[src/rtl/decoder3_8_hold.sv]
// Sequential 3-to-8 decoder with valid/ready on both sides, a programmable
// post-transfer idle gap and a wrapping count of completed decodes.
module decoder3_8_hold #(
    parameter int unsigned GAP   = 2,
    parameter int unsigned CNT_W = 8
) (
    input  logic             clk,
    input  logic             rst_n,
    input  logic [2:0]       in_idx,
    input  logic             in_valid,
    output logic             in_ready,
    output logic [7:0]       out_onehot,
    output logic             out_valid,
    input  logic             out_ready,
    output logic             busy,
    output logic [CNT_W-1:0] decode_count
);

    localparam int unsigned GAP_W = 4;

    localparam logic [1:0] IDLE     = 2'd0;
    localparam logic [1:0] DRIVE    = 2'd1;
    localparam logic [1:0] GAP_WAIT = 2'd2;

    logic [1:0]       state,        state_nxt;
    logic [GAP_W-1:0] gap_cnt,      gap_nxt;
    logic [7:0]       onehot_nxt;
    logic             valid_nxt;
    logic             ready_nxt;
    logic             busy_nxt;
    logic [CNT_W-1:0] count_nxt;

    // State and every output are registered; next values come from below.
    always_ff @(posedge clk or negedge rst_n) begin
        if (!rst_n) begin
            state        <= IDLE;
            gap_cnt      <= '0;
            out_onehot   <= 8'h00;
            out_valid    <= 1'b0;
            in_ready     <= 1'b1;
            busy         <= 1'b0;
            decode_count <= '0;
        end else begin
            state        <= state_nxt;
            gap_cnt      <= gap_nxt;
            out_onehot   <= onehot_nxt;
            out_valid    <= valid_nxt;
            in_ready     <= ready_nxt;
            busy         <= busy_nxt;
            decode_count <= count_nxt;
        end
    end

    // Next-state and next-output logic.
    always_comb begin
        state_nxt  = state;
        gap_nxt    = gap_cnt;
        onehot_nxt = out_onehot;
        valid_nxt  = out_valid;
        ready_nxt  = in_ready;
        busy_nxt   = busy;
        count_nxt  = decode_count;

        case (state)
            IDLE: begin
                if (in_valid && in_ready) begin
                    onehot_nxt = 8'b1 << in_idx;
                    valid_nxt  = 1'b1;
                    ready_nxt  = 1'b0;
                    busy_nxt   = 1'b1;
                    state_nxt  = DRIVE;
                end
            end
            DRIVE: begin
                if (out_valid && out_ready) begin
                    onehot_nxt = 8'h00;
                    valid_nxt  = 1'b0;
                    count_nxt  = decode_count + CNT_W'(1);
                    if (GAP > 0) begin
                        // Loaded with GAP-1 so GAP_WAIT lasts exactly GAP cycles.
                        gap_nxt   = GAP_W'(GAP - 1);
                        state_nxt = GAP_WAIT;
                    end else begin
                        ready_nxt = 1'b1;
                        busy_nxt  = 1'b0;
                        state_nxt = IDLE;
                    end
                end
            end
            GAP_WAIT: begin
                if (gap_cnt == '0) begin
                    ready_nxt = 1'b1;
                    busy_nxt  = 1'b0;
                    state_nxt = IDLE;
                end else begin
                    gap_nxt = gap_cnt - GAP_W'(1);
                end
            end
            default: begin
                onehot_nxt = 8'h00;
                valid_nxt  = 1'b0;
                ready_nxt  = 1'b1;
                busy_nxt   = 1'b0;
                state_nxt  = IDLE;
            end
        endcase
    end

endmodule

[config.mk]
export PLATFORM = sky130hd
export DESIGN_NAME = decoder3_8_hold
export DESIGN_NICKNAME = d
export VERILOG_FILES = /design/src/rtl/decoder3_8_hold.sv
export SDC_FILE = /design/constraint.sdc
export NUM_CORES = 1
export LEC_CHECK = 0
export BUFFER_PORTS_ARGS = -buffer_cell sky130_fd_sc_hd__buf_2
export CAP_MARGIN = 20
export CORE_AREA = 2 2 54 56
export CTS_BUF_LIST = sky130_fd_sc_hd__clkbuf_8
export DETAILED_ROUTE_END_ITERATION = 7
export DIE_AREA = 0 0 56 58
export PLACE_DENSITY_LB_ADDON = 0.3
export RECOVER_POWER = 50
export REMOVE_ABC_BUFFERS = 1
export SLEW_MARGIN = 10
export SYNTH_ARGS = -nofsm -noshare
export SYNTH_HDL_FRONTEND = slang
export SYNTH_SLANG_ARGS = --single-unit
[constraint.sdc]
create_clock -name clk -period 1.87 [get_ports clk]
set_clock_uncertainty 0.1 [all_clocks]
set_input_delay 0.4675 -clock clk [delete_from_list [all_inputs] [get_ports clk]]
set_output_delay 0.4675 -clock clk [all_outputs]
set_load 0.02 [all_outputs]
* Yosys cells after proc, flatten, opt, wreduce, memory -nomap -nowiden
Index checks and enable logic that the tools add are counted. Widths: inputs -> output; s select.
Operators by class: shift operators 1, multiplexer cells 18, $add $sub $neg 2, reductions and logical operators 10, eq/ne operators 6, bitwise operators 2
Operators with widths (number):
- $pmux 8 s3 | 1
- $mux 8 | 2
- $reduce_and 3->1 | 4
- $pmux 1 s3 | 3
- $add 8x1->8 const B | 1
- $mux 4 | 2
- $ne 2x2->1 const B | 4
- $pmux 4 s2 | 1
- $shl 1x3->8 const A | 1
- $mux 2 | 3
- $pmux 2 s3 | 1
- $mux 1 | 5
- $logic_not 4->1 | 1
- $sub 4x1->4 const B | 1
- $eq 2x1->1 const B | 1
- $eq 2x2->1 const B | 1
- $logic_and 1x1->1 | 2
- $logic_not 2->1 | 1
- $not 1->1 | 2
- $reduce_and 2->1 | 1
- $reduce_bool 2->1 | 1
Word-level totals: input bits 7, register bits after elaboration 25, output and inout port bits 19, logic and storage cells 46

* Logic depth before layout (Yosys ltp)
Gate-level depths: netlist of the first run.
depth after elaboration 3, gate-level depth with buffers 5, gate-level depth less buffers 5

* Worst setup path after synthesis of the first run
Ideal clock, no wire load.
path type register to register, from reg gap_cnt[0], to reg gap_cnt[0], stages on the path, launching flop included 6, slack 0.207 ns, period minus slack after synthesis 1.663 ns, arrival 1.437 ns, path through dfrtp_1 inv_1 ha_1 or3b_4 a21o_1 mux2_4
On the way: cells in the longest elaborated chain, start to end 3, elaborated cells between the ends (all ways) 6, classes of those cells 1 x add/sub; 1 x eq/ne; 2 x mux; 2 x reduce/logical
RTL lines:
- start: declaration | RTL line 26 | logic [GAP_W-1:0] gap_cnt, gap_nxt;
- start signal: assignment | RTL line 45 | gap_cnt <= gap_nxt;
- $sub 4x1->4 or $logic_not 4->1 (tied branches) | RTL line 96, 91
- $mux 4 or $ne 2x2->1 (tied branches)
- $pmux 4 s2 or $reduce_and 3->1 (tied branches)
Several ways; a longest one is shown, not always the timed one. The select of a mux whose other input is x is not followed. A chain may end at the register's enable or synchronous reset.

* Worst setup path in the final report of the first run
Same ends and word-level chain as after synthesis.

==> summary.txt, run 1 <==
Clock tree
  • Clock Root Buffer: clkbuf_8
  • Clock buffer count from CTS: 3
  • Clock Sinks: 25
  • Clock transition at path regs: 80 ps
  • Clk buf depth: 2
  • Clk_lat worst skew: 260 ps
  • CTS Hold Bufs: 0
  • H-tree Lvls: 1
  • TritonCTS clock tree: built
  • Post_cts resized: 0
  • Setup bufs post-CTS: 0

Power and ir drop
  • Pwr dens: 656 nW/um^2
  • Leakage: 0.704 nW
  • VDD IR max: 0.339 mV

Global routing
  • Number of global-route vias before repair: 823
  • Largest net degree at the start of global routing: 26
  • Global-route usage over all layers: 0.143
  • Initial antenna violation count: 0
  • First-pass GRT wire length: 3.60 mm
  • Total grt overflow: 0

STA
  • Tcrit/Tclk final: 0.941
  • Max_slew headroom: 0.109
  • Hold Vio Cnt, Final: 0
  • Worst Tran Pin Value: 1340 ps
  • Post-route setup TNS: 0 ps
  • Final Max Slew Viols: 0
  • Post-layout min period: 1760 ps
  • Unrepaired setup endpoints after global routing: no
  • Final setup fails: 0
  • Fmax: 568 MHz

Logic synthesis
  • Top cells by area, synth: dfrtp_1 (52%), nand2_1 (4.2%), xnor2_1 (3.8%), a32o_1 (3.5%), o2bb2ai_1 (3.0%)
  • Synth top area share: 0.518
  • Yosys reg bits: 25
  • Post-synth top cells: dfrtp_1 (24), nand2_1 (13), inv_1 (9)
  • Synth area leader: dfrtp_1
  • Most common cell in the netlist: dfrtp_1
  • Cell count after synthesis: 102
  • Synth warnings: 0
  • Post-synth EDFFs: 0
  • Post-synth cell types: 35
  • Ys flop type: dfrtp_1
  • Asr flop ratio synth: 1.00
  • Mean post-synth cell area: 11.4 sq um
  • Cell Area, Synth: 1160 sq um
  • Sequential area share after synthesis: 0.541

Setup path
  • WP data arrival: 1810 ps
  • Crit path capture: gap_cnt[0]
  • R2R Path Start: gap_cnt[0]
  • Crit path from: gap_cnt[0]
  • Crit start category: register
  • Setup crit end kind: register
  • Reg2Reg Depth: 5
  • Worst path required time: 1920 ps
  • Type of the worst setup path: reg -> reg
  • Largest fanout on the critical path: 4
  • R2R Path End: gap_cnt[0]
  • R2r setup slk: 110 ps

Floorplan
  • Die X: 56 microns
  • Core area: 2660 sq um
  • Initial Utilization: 0.435
  • # rows: 19
  • Die Height: 58 microns
  • Total Die Area: 3250 sq um
  • I/O pin count: 26

Drt
  • DR WL/cell: 13.6 microns
  • Avg Vias per Cell: 5.34
  • ANT nets after route: 0
  • Drt pass-1 iters: 3
  • Final WL: 2.17 mm
  • DRC viols: 0
  • Vias: 854
  • Initial DRC Count: 6

Worst hold path
  • Hold Path Cell Cnt: 1
  • Worst min path class: reg -> reg
  • HP Start: decode_count[7]

Run
  • Maximum capacitance violations: 0

Placed design
  • I/O Buffers: 25
  • Placed inst area: 1310 sq um
  • Gpl congestion: 0.834
  • DPL Wire Length: 1.62 mm

Cells and area
  • Synth-to-Final Area Change: 15.2%
  • N_diodes: 0
  • Final nets: 139
  • Ratio of cells with drive above 1 in the final layout: 0.225
  • Design Area, Final: 1340 sq um
  • Util after Layout: 0.501

Status
  • Status: complete, no violations
flip-flops by register name, summed over array words and instances (netlist names):
| name | flops |
|---|---|
| busy | 1 |
| out_onehot | 8 |
| in_ready | 1 |
| state | 2 |
| out_valid | 1 |
| gap_cnt | 4 |
| decode_count | 8 |
cells by family (layout without fill, tap and decap cells):
| family | Yosys count | after routing | synth area share |
|---|---|---|---|
| DFF | 25 | 25 | 0.541 |
| xor gates and xnor gates | 8 | 8 | 0.0605 |
| buffers and inverters | 11 | 38 | 0.0400 |
| and+or+nand+nor | 35 | 35 | 0.183 |
| muxes | 2 | 2 | 0.0216 |
| AOI/OAI and AO/OA | 19 | 19 | 0.133 |
| adders and majority gates | 2 | 2 | 0.0216 |
cell usage in the layout, fill, tap and decap left out, drive strengths merged, types with 2 or more instances in the layout:
| master | n |
|---|---|
| nor2 | 4 |
| nor3 | 4 |
| xnor2 | 5 |
| buf | 21 |
| a21o | 2 |
| clkbuf | 7 |
| xor2 | 3 |
| o2bb2ai | 4 |
| ha | 2 |
| a32o | 4 |
| dfrtp | 24 |
| nand3 | 3 |
| a21oi | 3 |
| nand4 | 2 |
| nand2 | 13 |
| inv | 10 |
critical path: stages (launching register included):
cell     delay, ps
dfrtp_1        380
inv_1           90
ha_1           190
or3b_4         400
a21o_1         230
mux2_4         270
metrics by stage:
stage / hold WS [ps] / total power [mW] / worst slack (ps) / cells
floorplan: 71.9 / 0.555 / 207 / 100
global placement: 354 / 0.577 / 175 / 156
detailed placement: 364 / 0.578 / 121 / 156
CTS: 99.2 / 0.892 / 101 / 160
global route: 383 / 0.920 / 32.9 / 160
finish: 365 / 0.876 / 111 / 160
metal layers:
layer,up-vias,wire length [microns],GRT usage,part of all wire
met5,-,0,0,0
met4,0,13,0.0612,0.0060
met3,2,74,0.0268,0.034
met2,12,1050,0.234,0.48
met1,422,1040,0.188,0.48
li1,418,-,-,-
layout make-up:
class                      count  area (sq um)
inverter                       9          33.8
multi-input combinational     66           470
sequential                    25           627
timing repair buffer          25           120
tap                           31          38.8
clock buffer                   3          41.3
clock inverter                 1          3.75
fill                         269          1330
worst min path at each step:
stage,end,slack [ps]
floorplan,busy,70
global placement,decode_count[7],350
detailed placement,decode_count[7],360
CTS,state[0],100
global route,out_onehot[4],380
finish,decode_count[7],360
report_power, final:
part           switching, mW  internal [mW]
sequential                 0          0.540
combinational         0.0194        0.00578
clock                  0.164          0.147
total                  0.183          0.692
No activity file was read; power rests on OpenSTA's default activity.
==> run 2, diff against run 1 <==
--- a/config.mk
+++ b/config.mk
@@ -5,12 +5,13 @@
 export SDC_FILE = /design/constraint.sdc
 export NUM_CORES = 1
 export LEC_CHECK = 0
+export ABC_AREA = 1
 export BUFFER_PORTS_ARGS = -buffer_cell sky130_fd_sc_hd__buf_2
 export CAP_MARGIN = 20
-export CORE_AREA = 2 2 54 56
+export CORE_AREA = 2 2 59 44
 export CTS_BUF_LIST = sky130_fd_sc_hd__clkbuf_8
 export DETAILED_ROUTE_END_ITERATION = 7
-export DIE_AREA = 0 0 56 58
+export DIE_AREA = 0 0 61 46
 export PLACE_DENSITY_LB_ADDON = 0.3
 export RECOVER_POWER = 50
 export REMOVE_ABC_BUFFERS = 1
==> run 2 against run 1 <==
  * Sequential share of layout area shrank 2.2 points
  * Global-route usage grew 4.7 points
  * Critical path depth shrank 4
  * Sequential power grew 64%
  * Clock power grew 3%
  * Register-to-register slack gained 290 ps
  * Sequential cell count is the same
  * Utilization grew 11 points
  * Largest cell class unchanged
  * Largest power group is now combinational cells
  * Highest routed layer unchanged
==> summary.txt, run 2 <==
Logic synthesis
  • Post-synth EDFFs: 0
  • Yosys reg bits: 25
  • Cell Area, Synth: 1190 sq um
  • Synth area leader: dfrtp_1
  • Synth top area share: 0.504
  • Most common cell in the netlist: nand2_1
  • Post-synth cell types: 19
  • Post-synth top cells: nand2_1 (57), dfrtp_1 (24), inv_1 (18)
  • Mean post-synth cell area: 8.11 sq um
  • Top cells by area, synth: dfrtp_1 (50%), nand2_1 (18%), inv_1 (5.7%), nand3_1 (4.6%), nor2_1 (3.8%)
  • Cell count after synthesis: 147
  • Ys flop type: dfrtp_1
  • Sequential area share after synthesis: 0.526
  • Asr flop ratio synth: 1.00
  • Synth warnings: 0

Setup path
  • CP cell instances: buf_2
  • Largest fanout on the critical path: 3
  • Slowest-stage cell, CP: dfstp_2
  • Slowest cell delay on critical path: 550 ps
  • WP data arrival: 980 ps
  • Setup crit end kind: output pin
  • CP bufs+invs: 1
  • R2r setup slk: 400 ps
  • Crit start category: register
  • Type of the worst setup path: reg -> out
  • Delay-heaviest family, CP: flip-flops
  • Worst path required time: 1300 ps

STA
  • Post-route setup TNS: 0 ps
  • Worst Tran Pin Value: 1310 ps
  • Post-layout min period: 1550 ps
  • Final Max Slew Viols: 0
  • Hold Vio Cnt, Final: 0
  • Hold Slack: 361 ps
  • Fmax: 645 MHz
  • Max_slew headroom: 0.126
  • Tcrit/Tclk final: 0.829
  • Final setup fails: 0
  • Unrepaired setup endpoints after global routing: no

Cells and area
  • Synth-to-Final Area Change: 17.4%
  • Ratio of cells with drive above 1 in the final layout: 0.205
  • Filler Cell Count: 213
  • Commonest non-fill, non-tap cell in the layout: nand2_1
  • Design Area, Final: 1400 sq um
  • N_diodes: 0
  • Finished Layout Cells: 210
  • Most frequent cells in the layout: nand2_1 (59), dfrtp_1 (24), buf_2 (24), inv_1 (19), nor2_1 (12)
  • Util after Layout: 0.607
  • Final nets: 186
  • Top flop regs: decode_count: 8 flops, out_onehot: 8 flops, gap_cnt: 4 flops

Placed design
  • Gpl congestion: 0.771
  • DPL Wire Length: 1.70 mm
  • Placed inst area: 1360 sq um
  • DP Cell Count: 206
  • I/O Buffers: 25

Worst hold path
  • Worst min path class: in -> async

Clock tree
  • Clock buffer count from CTS: 3
  • TritonCTS clock tree: built
  • Clock Root Buffer: clkbuf_8
  • Post_cts resized: 0
  • Setup bufs post-CTS: 0
  • H-tree Lvls: 1
  • Clk_lat worst skew: 270 ps
  • Clk buf depth: 2
  • CTS Hold Bufs: 0
  • Clock transition at path regs: 90 ps
  • Clock Sinks: 25

Global routing
  • Number of global-route vias before repair: 892
  • First-pass GRT wire length: 3.79 mm
  • Initial antenna violation count: 0
  • Largest net degree at the start of global routing: 26
  • Total grt overflow: 0
  • Global-route usage over all layers: 0.189

Drt
  • DR WL/cell: 11.0 microns
  • Drt pass-1 iters: 4
  • DRC viols: 0
  • ANT nets after route: 0
  • Avg Vias per Cell: 4.79
  • Final WL: 2.30 mm
  • Initial DRC Count: 66
  • Vias: 1006

Floorplan
  • Die X: 61 microns
  • Die Height: 46 microns
  • I/O pin count: 26
  • Initial Utilization: 0.517
  • Core area: 2310 sq um
  • Total Die Area: 2810 sq um
  • # rows: 15

Run
  • Maximum capacitance violations: 0

Power and ir drop
  • Pwr dens: 1550 nW/um^2
  • Leakage: 0.807 nW
  • VDD IR max: 0.797 mV

Status
  • Status: complete, no violations
==> run 2: changes by cell type after synthesis, moves of 4 or more <==
cell,before,now
nor3_1,4,0
nor2_1,4,12
nand2_1,13,57
nand3_1,3,11
a32o_1,4,0
inv_1,9,18
nand2_2,0,5
o2bb2ai_1,4,0
==> run 2: layout make-up <==
| cell class | count | area, sq um | area share |
|---|---|---|---|
| Clock buffer | 3 | 41.3 | 0.0295 |
| Clock inverter | 1 | 5.00 | 0.00357 |
| Inverter | 19 | 71.3 | 0.0509 |
| Multi-Input combinational cell | 103 | 489 | 0.349 |
| Sequential cell | 25 | 627 | 0.448 |
| Tap cell | 34 | 42.5 | 0.0304 |
| Timing Repair Buffer | 25 | 124 | 0.0885 |
==> run 2: per-layer routing <==
| layer | up-vias | part of all wire | global-route usage | wire, microns |
|---|---|---|---|---|
| met3 | 7 | 0.053 | 0.0511 | 122 |
| met1 | 468 | 0.49 | 0.253 | 1120 |
| met4 | 0 | 0.021 | 0.117 | 49 |
| met5 | - | 0 | 0 | 0 |
| met2 | 23 | 0.44 | 0.273 | 1010 |
| li1 | 508 | - | - | - |
==> run 2: logic make-up after synthesis <==
group                    count (synthesis)  synth area share
flip-flops                              25             0.526
XOR/XNOR                                 4            0.0294
buffers and inverters                   19            0.0598
AND/OR/NAND/NOR                         91             0.337
adder cells (fa/ha/maj)                  2            0.0210
AO/OA/AOI/OAI                            6            0.0273
==> run 2: metrics by stage <==
step / setup slack [ps] / power [mW]
5_1_grt: 214 / 2.34
2_1_floorplan: 562 / 1.57
6_report: 320 / 2.17
4_1_cts: 316 / 2.19
3_3_place_gp: 438 / 1.82
3_5_place_dp: 420 / 1.86
==> run 2: worst paths after layout <==
path	startpoint	endpoint	cells past startpoint
max	in_ready	in_ready	1
min	rst_n	decode_count[5]	1
max reg2reg	gap_cnt[0]	busy	7
min reg2reg	out_onehot[1]	out_onehot[1]	2
max in group asynchronous	rst_n	out_onehot[3]	1
min in group clk	out_onehot[1]	out_onehot[1]	2
==> run 2: power breakdown <==
group	switching (mW)	internal [mW]	total (mW)
clock network	0.171	0.149	0.320
logic	0.647	0.313	0.960
registers	0.146	0.740	0.887
==> run 3, diff against run 2 <==
==> constraint.sdc (replaced) <==
create_clock -name clk -period 1.6 [get_ports clk]
set_clock_uncertainty 0.1 [all_clocks]
set_input_delay 0.4 -clock clk [delete_from_list [all_inputs] [get_ports clk]]
set_output_delay 0.4 -clock clk [all_outputs]
set_load 0.02 [all_outputs]
==> run 3 against run 2 <==
  * Sequential power up 16%
  * Utilization grew 0.054 points
  * The flow now finishes with violations (hold timing)
  * Sequential share of layout area barely moved
  * Largest cell class unchanged
  * Combinational power up 16%
  * Sequential cell count unchanged
  * Clock power rose by 19%
  * Total power increased by 16%
==> summary.txt, run 3 (same netlist as run 2, synthesis figures left out) <==
Clock tree
  • Setup bufs post-CTS: 0
  • H-tree Lvls: 1
  • Clock buffer count from CTS: 3
  • Post_cts resized: 0
  • Clk_lat worst skew: 270 ps
  • Clock Sinks: 25
  • Clock transition at path regs: 90 ps
  • Clock Root Buffer: clkbuf_8
  • Clk buf depth: 2
  • CTS Hold Bufs: 0
  • TritonCTS clock tree: built

Drt
  • Wire length on met3: 96 microns
  • Top layer in use: met4
  • DR WL/cell: 10.5 microns
  • DRC viols: 0
  • Initial DRC Count: 52
  • M1 wire length: 1.10 mm
  • Vias: 991
  • Avg Vias per Cell: 4.72
  • Met2 wire len: 973 microns
  • ANT nets after route: 0
  • Drt pass-1 iters: 4
  • Final WL: 2.21 mm

Cells and area
  • Most frequent cells in the layout: nand2_1 (59), dfrtp_1 (24), buf_2 (23), inv_1 (19), nor2_1 (12)
  • Finished Layout Cells: 210
  • Commonest non-fill, non-tap cell in the layout: nand2_1
  • Ratio of cells with drive above 1 in the final layout: 0.199
  • Top flop regs: decode_count: 8 flops, out_onehot: 8 flops, gap_cnt: 4 flops
  • Synth-to-Final Area Change: 17.5%
  • Final nets: 186
  • N_diodes: 0
  • Filler Cell Count: 220

Global routing
  • First-pass GRT wire length: 3.81 mm
  • Total grt overflow: 0
  • Initial antenna violation count: 0
  • Number of global-route vias before repair: 858
  • Global-route usage over all layers: 0.191
  • Largest net degree at the start of global routing: 26

Floorplan
  • Total Die Area: 2810 sq um
  • Die Height: 46 microns
  • Core area: 2310 sq um
  • Initial Utilization: 0.517
  • I/O pin count: 26
  • Die X: 61 microns
  • # rows: 15

Setup path
  • Type of the worst setup path: reg -> out
  • Crit start category: register
  • R2R Path Start: gap_cnt[0]
  • Crit path capture: in_ready
  • WP data arrival: 980 ps
  • Reg2Reg Depth: 7
  • Crit path from: in_ready
  • Setup crit end kind: output pin
  • Delay-heaviest family, CP: flip-flops
  • R2R Path End: busy
  • CP cell instances: buf_2
  • Slowest-stage cell, CP: dfstp_2
  • R2r setup slk: 190 ps
  • Crit path depth: 1
  • Slowest cell delay on critical path: 550 ps
  • Largest fanout on the critical path: 3
  • CP bufs+invs: 1
  • Worst path required time: 1100 ps

Placed design
  • I/O Buffers: 25
  • DP Cell Count: 206
  • DPL Wire Length: 1.67 mm
  • Gpl congestion: 0.805

Status
  • Failing checks: hold timing
  • Status: finished with violations

Power and ir drop
  • VDD IR max: 1.08 mV
  • Leakage: 0.800 nW
  • Pwr dens: 1800 nW/um^2

STA
  • Max_slew headroom: 0.638
  • Final setup fails: 0
  • Hold Slack: -6.24 ps
  • Tcrit/Tclk final: 0.923
  • Unrepaired setup endpoints after global routing: no
  • Final Max Slew Viols: 0
  • Post-layout min period: 1480 ps
  • Fmax: 677 MHz
  • Post-route setup TNS: 0 ps
  • Worst Tran Pin Value: 542 ps
  • Hold Vio Cnt, Final: 6

Run
  • Maximum capacitance violations: 0

Worst hold path
  • Worst min path class: in -> async
run 3: changes by cell type in the layout (fill, tap and decap cells not counted), sizes merged:
cell	before	now
buf	24	23
clkinvlp	0	1
clkbuf	4	5
clkinv	1	0
run 3: power by group:
| part | leakage (nW) | internal [mW] | switching [mW] |
|---|---|---|---|
| sequential | 0.326 | 0.865 | 0.166 |
| combinational | 0.452 | 0.359 | 0.749 |
| clock | 0.0217 | 0.177 | 0.206 |
| total | 0.800 | 1.40 | 1.12 |
run 3: cell type report:
class,count,area (sq um),share of cell area
Clock buffer,3,41.3,0.0295
Tap cell,34,42.5,0.0304
Multi-Input combinational cell,103,489,0.349
Timing Repair Buffer,25,123,0.0875
Inverter,19,71.3,0.0509
Clock inverter,1,7.51,0.00536
Sequential cell,25,627,0.447
run 3: metal layers:
layer | vias up | global-route usage
met3 | 4 | 0.0511
met4 | 0 | 0.0783
met5 | - | 0
met2 | 17 | 0.280
met1 | 457 | 0.268
li1 | 513 | -
run 3: worst min path at each step:
stage / endpoint / slack (ps) / depth (start not counted)
after global routing: decode_count[3] / 40 / 1
final: decode_count[3] / -6 / 1
after global placement: decode_count[5] / 320 / 1
after CTS: decode_count[3] / 10 / 1
after floorplan: busy / 4 / 0
after detailed placement: decode_count[3] / 320 / 1
run 3: metrics by stage:
stage               hold WS [ps]   util  setup WS, ps  instance area, sq um  power, mW
CTS                         13.5  0.610           112                  1410       2.55
finish                     -6.24  0.607           123                  1400       2.52
global route                38.8  0.607          73.8                  1400       2.73
floorplan                   4.41      -           292                  1190       1.83
detailed placement           320  0.589           137                  1360       2.17
global placement             319  0.589           239                  1360       2.13
